[config.mk]
export PLATFORM = sky130hd
export DESIGN_NAME = countdown_timer_ctrl
export DESIGN_NICKNAME = d
export VERILOG_FILES = /design/src/rtl/countdown_timer_ctrl.sv
export SDC_FILE = /design/constraint.sdc
export NUM_CORES = 1
export LEC_CHECK = 0
export CAP_MARGIN = 20
export CORE_MARGIN = 3
export CORE_UTILIZATION = 40
export DETAILED_ROUTE_END_ITERATION = 10
export HOLD_SLACK_MARGIN = 0.15
export SLEW_MARGIN = 30
export SYNTH_ARGS = -nofsm -noshare
export SYNTH_HDL_FRONTEND = slang
export SYNTH_SLANG_ARGS = --single-unit
[constraint.sdc]
create_clock -name clk -period 3.2 [get_ports clk]
set_clock_uncertainty 0.05 [all_clocks]
set_input_delay 0.64 -clock clk [delete_from_list [all_inputs] [get_ports clk]]
set_output_delay 0.64 -clock clk [all_outputs]
set_load 0.05 [all_outputs]
[src/rtl/countdown_timer_ctrl.sv]
// MM:SS countdown controller feeding the FND finish-blink stage.
// Optional finish-wait timeout is enabled by defining CDT_FINISH_TIMEOUT_EN.
module countdown_timer_ctrl #(
  parameter int unsigned SEC_DIV     = 100_000_000,
  parameter int unsigned TIMEOUT_CYC = 500_000_000
) (
  input  logic       clk,
  input  logic       reset,
  input  logic       i_run,
  input  logic       i_clear,
  input  logic       i_min_up,
  input  logic       i_sec_up,
  input  logic       i_finish,
  output logic [3:0] o_min_tens,
  output logic [3:0] o_min_ones,
  output logic [3:0] o_sec_tens,
  output logic [3:0] o_sec_ones,
  output logic       o_running,
  output logic       o_finish_req,
  output logic       o_done,
  output logic       o_timeout
);

  localparam int unsigned PW = (SEC_DIV > 1) ? $clog2(SEC_DIV) : 1;
  localparam logic [PW-1:0] PRESC_MAX = PW'(SEC_DIV - 1);

  typedef enum logic [1:0] {IDLE, RUN, PAUSE, FINISH} state_t;

  state_t        state_q, state_d;
  logic [PW-1:0] presc;
  logic [15:0]   cur_time;
  logic [15:0]   preset;
  logic          tick;
  logic          time_zero;
  logic          time_one;
  logic          timeout_hit;

  // BCD pair 00..59 increment, wrapping 59 -> 00
  function automatic logic [7:0] inc60(input logic [7:0] v);
    logic [3:0] tens, ones;
    tens = v[7:4];
    ones = v[3:0];
    if (ones == 4'd9) begin
      ones = 4'd0;
      tens = (tens == 4'd5) ? 4'd0 : tens + 4'd1;
    end else begin
      ones = ones + 4'd1;
    end
    return {tens, ones};
  endfunction

  // One-second decrement of MM:SS with BCD borrows; never applied at 00:00
  function automatic logic [15:0] dec_time(input logic [15:0] t);
    logic [3:0] mt, mo, st, so;
    {mt, mo, st, so} = t;
    if (so != 4'd0) begin
      so = so - 4'd1;
    end else begin
      so = 4'd9;
      if (st != 4'd0) begin
        st = st - 4'd1;
      end else begin
        st = 4'd5;
        if (mo != 4'd0) begin
          mo = mo - 4'd1;
        end else begin
          mo = 4'd9;
          mt = mt - 4'd1;
        end
      end
    end
    return {mt, mo, st, so};
  endfunction

  assign cur_time  = {o_min_tens, o_min_ones, o_sec_tens, o_sec_ones};
  assign time_zero = (cur_time == 16'h0000);
  assign time_one  = (cur_time == 16'h0001);
  assign tick      = (state_q == RUN) && (presc == PRESC_MAX);

`ifdef CDT_FINISH_TIMEOUT_EN
  localparam int unsigned TW = (TIMEOUT_CYC > 1) ? $clog2(TIMEOUT_CYC) : 1;
  localparam logic [TW-1:0] TO_MAX = TW'(TIMEOUT_CYC - 1);

  logic [TW-1:0] to_cnt;

  // Counts cycles spent waiting in FINISH; cleared on any exit
  always_ff @(posedge clk or negedge reset) begin
    if (!reset) begin
      to_cnt <= '0;
    end else if ((state_q == FINISH) && (state_d == FINISH)) begin
      to_cnt <= to_cnt + TW'(1);
    end else begin
      to_cnt <= '0;
    end
  end

  assign timeout_hit = (state_q == FINISH) && (to_cnt == TO_MAX);
`else
  assign timeout_hit = 1'b0 & (TIMEOUT_CYC == 0);
`endif

  always_ff @(posedge clk or negedge reset) begin
    if (!reset) begin
      state_q <= IDLE;
    end else begin
      state_q <= state_d;
    end
  end

  always_comb begin
    state_d = state_q;
    if (i_clear) begin
      state_d = IDLE;
    end else begin
      case (state_q)
        IDLE:    if (i_run && !time_zero) state_d = RUN;
        RUN: begin
          if (i_run)                 state_d = PAUSE;
          else if (tick && time_one) state_d = FINISH;
        end
        PAUSE:   if (i_run) state_d = RUN;
        FINISH:  if (i_finish || timeout_hit) state_d = IDLE;
        default: state_d = IDLE;
      endcase
    end
  end

  always_comb begin
    o_running    = (state_q == RUN);
    o_finish_req = (state_q == FINISH);
  end

  // Digits, prescaler, preset and completion pulses
  always_ff @(posedge clk or negedge reset) begin
    if (!reset) begin
      {o_min_tens, o_min_ones, o_sec_tens, o_sec_ones} <= 16'h0000;
      preset    <= 16'h0000;
      presc     <= '0;
      o_done    <= 1'b0;
      o_timeout <= 1'b0;
    end else begin
      o_done    <= 1'b0;
      o_timeout <= 1'b0;
      if (i_clear) begin
        {o_min_tens, o_min_ones, o_sec_tens, o_sec_ones} <= 16'h0000;
        presc <= '0;
      end else begin
        case (state_q)
          IDLE: begin
            if (i_run) begin
              if (!time_zero) begin
                preset <= cur_time;
                presc  <= '0;
              end
            end else begin
              if (i_min_up) {o_min_tens, o_min_ones} <= inc60({o_min_tens, o_min_ones});
              if (i_sec_up) {o_sec_tens, o_sec_ones} <= inc60({o_sec_tens, o_sec_ones});
            end
          end
          RUN: begin
            if (!i_run) begin
              if (tick) begin
                presc <= '0;
                {o_min_tens, o_min_ones, o_sec_tens, o_sec_ones} <= dec_time(cur_time);
              end else begin
                presc <= presc + PW'(1);
              end
            end
          end
          FINISH: begin
            if (i_finish) begin
              {o_min_tens, o_min_ones, o_sec_tens, o_sec_ones} <= preset;
              o_done <= 1'b1;
            end else if (timeout_hit) begin
              {o_min_tens, o_min_ones, o_sec_tens, o_sec_ones} <= preset;
              o_timeout <= 1'b1;
            end
          end
          default: ;
        endcase
      end
    end
  end

endmodule

==> flow_summary_export.csv <==
group,metric,value,unit
sta,slew_headroom,41.7,%
cts,cts_tree,"yes",
worst_setup_path,startpoint_type,"flip-flop",
detailed_routing,via_count,3609,
pwr,powerDensity,730,nW/um^2
die,rows,36,
sta,rsz0062_at_grt,"no",
detailed_routing,drtAntennaViolNets,0,
worst_setup_path,cpPeakStageDelay,0.77,ns
hold_path,hp-class,"primary input to asynchronous set/reset pin",
sta,tightest_slew,0.871,ns
job,cap_violations,0,
cells_and_area,antenna_cells,0,
sta,max_freq,0.364,GHz
sta,holdWs,0.278,ns
die,start_util,42.3,%
cts,cts_buffers,9,
cells_and_area,nets,513,
cts,clkTransAtPathRegs,0.07,ns
detailed_routing,wire_per_inst,17.6,um
synthesis,synth_flop_cell,"dfrtp_1",
pwr,leakagePower,2.01,nW
synthesis,synth_edf_count,0,
run_status,status,"complete, no violations",
synthesis,ys_seq_area_share,36.5,%
worst_setup_path,worst-endpoint-required,3.38,ns
cells_and_area,regArea,1550,um^2
cts,clockBufferDepth,2,
synthesis,syn_avg_cell_area,9.42,um^2
cts,htreeDepth,3,
synthesis,synth_cells,451,
placed_design,gp_congestion,0.831,
sta,finalCritPeriodShare,85.8,%
detailed_routing,avgViaCountPerCell,5.81,
worst_setup_path,path_class,"flip-flop to flip-flop",
global_route,antenna_found_initial,0,
synthesis,yosysTopAreaCellShare,36.5,%
cts,clock_latency,0.35,ns
cts,cts_root_buf,"clkbuf_8",
worst_setup_path,path_cells,"inv_1 -> ha_1 -> nor3b_1 -> nand4_1 -> a31oi_1 -> buf_4 -> xor2_1 -> nor2_1",
detailed_routing,drt_wl_total,10900,um
sta,fin_crit,2.75,ns
cells_and_area,fillers,960,
die,die-area,11900,um^2
sta,setup_viol,0,
die,die_h,109,um
synthesis,synthTopCellsByArea,"dfrtp_1 (37%), ha_1 (6.2%), mux2_2 (5.3%)",
detailed_routing,dr.pass1.iters,4,
synthesis,syn_area,4250,um^2
global_route,gr-usage-all-layers,19.6,%
synthesis,ys_warn_count,0,
cts,cts.sinks,62,
placed_design,port_buffers,25,
worst_setup_path,cp_data_arrival_time,2.93,ns
detailed_routing,initialDrtViolationCount,205,
die,pin_count,27,
detailed_routing,drc,0,
global_route,grt_max_degree,28,
global_route,grt_pass1_wl,18400,um
sta,slew_viol_final,0,
cts,post_cts_buffers,0,
die,die_w,109,um
synthesis,async_flop_share,100,%
worst_setup_path,worstSetupEndpointType,"flip-flop",
synthesis,yosysTopAreaCell,"dfrtp_1",
global_route,grt-ovfl-total,0,
global_route,grt_pass1_vias,3580,
cells_and_area,layout-drive-gt1-share,16.2,%
pwr,ir_drop,0.000316,V
sta,setup_tns,0,ns
worst_setup_path,crit_slowest_cell,"a31oi_1",
cells_and_area,multi_input_area,2410,um^2
sta,hold_viol,0,
cells_and_area,area_delta_synth_final,13.9,%
cts,cts_hold_buf,0,
synthesis,synth_seq_cells,62,
cts,ctsResizeCount,0,
synthesis,yosys.cell_types.count,80,
die,core_area,10000,um^2
pwr,p_total,3.53,mW
synthesis,synth_nets,479,
worst_setup_path,cp_max_fo,11,
placed_design,dpl.hpwl,7780,um
[path summary, 6_finish.rpt]
| kind | start | end | slack [ns] | depth (start not counted) |
|---|---|---|---|---|
| worst min register to register | preset[7]$_DFFE_PN0P_ | preset[7]$_DFFE_PN0P_ | 0.46 | 1 |
| worst max-delay path | o_min_ones[1]$_DFFE_PN0P_ | presc[6]$_DFFE_PN0P_ | 0.45 | 8 |
| worst min-delay path | reset | presc[15]$_DFFE_PN0P_ | 0.28 | 1 |
| worst max register to register | o_min_ones[1]$_DFFE_PN0P_ | presc[6]$_DFFE_PN0P_ | 0.45 | 8 |
| min in group clk | preset[7]$_DFFE_PN0P_ | preset[7]$_DFFE_PN0P_ | 0.46 | 1 |
| max in group asynchronous | reset | o_min_tens[0]$_DFFE_PN0P_ | 2.08 | 2 |
[cells in the mapped netlist (7+ instances only)]
cell type	instances
ha_1	21
clkbuf_1	10
dfrtp_1	62
and3_1	7
nor3_1	11
nand2_1	25
a21oi_1	42
or3_1	14
nand3_1	15
inv_1	25
nor2_1	20
nand4_1	8
nor3b_1	8
o21ai_0	26
buf_2	7
mux2_2	20
[cells by family after synthesis]
family / share of synthesized area (%)
other: 0.0883
AND/OR/NAND/NOR: 20.8
adder cells (fa/ha/maj): 6.19
AO/OA/AOI/OAI: 21.1
XOR/XNOR: 1.24
multiplexers: 7.28
buffers and inverters: 6.75
flip-flops: 36.5
[layout make-up]
type	instances	area share, %
inverters	25	1.94
multi-input cells	337	49.8
clock inverters	1	0.103
flip-flops and latches	62	32.1
well taps	133	3.44
repair buffers	50	9.16
clock buffers	13	3.49
[stage by stage]
step	cells	util [%]	instance area, um^2	setup slack, ns
after floorplan	451	-	4250	0.509
after global placement	607	46.4	4660	0.358
after detailed placement	607	46.4	4660	0.271
after CTS	621	48.2	4840	0.441
after global routing	621	48.2	4840	0.151
final	621	48.2	4840	0.453
[worst max-delay path: cells and delay by family (launching register included)]
| family | cells | cell delay, ns |
|---|---|---|
| compound gates | 1 | 0.77 |
| fa+ha+maj | 1 | 0.20 |
| buf+inv | 2 | 0.36 |
| xor+xnor | 1 | 0.15 |
| flops | 1 | 0.39 |
| simple gates | 3 | 0.71 |
[layout by cell type, fill, tap and decap left out, types with 4 or more instances in the layout]
master and n:
o21ai_1 6, nand3_1 15, inv_1 25, mux2_2 20, nand4_1 8, nor2_1 20, clkbuf_8 12, and3_1 7
o31ai_1 4, o21ai_0 26, mux2i_1 5, a311oi_1 4, nor3b_1 8, nor3_1 11, clkdlybuf4s50_1 23, nand2_1 25
buf_4 25, a21oi_1 42, and2_1 4, dfrtp_1 62, a211oi_1 5, or3_1 14, ha_1 21
[registers in the layout (all words and copies together) (netlist names)]
signal and count:
o_done 1, o_sec_ones 4, preset 16, o_min_ones 4
state_q 2, o_min_tens 4, presc 27, o_sec_tens 4
[power breakdown]
part	total [mW]	switching, mW	internal (mW)
logic	1.81	1.07	0.742
registers	1.08	0.151	0.934
clock network	0.641	0.305	0.335
total	3.53	1.52	2.01
[metal layers]
| metal | share of wire (%) | GRT usage, % | vias up |
|---|---|---|---|
| met5 | 0 | 0 | - |
| met2 | 48 | 31.3 | 58 |
| met1 | 47 | 27.0 | 1778 |
| li1 | - | - | 1761 |
| met4 | 1.1 | 4.78 | 0 |
| met3 | 3.6 | 4.09 | 12 |
(Power assumes the default switching activity.)
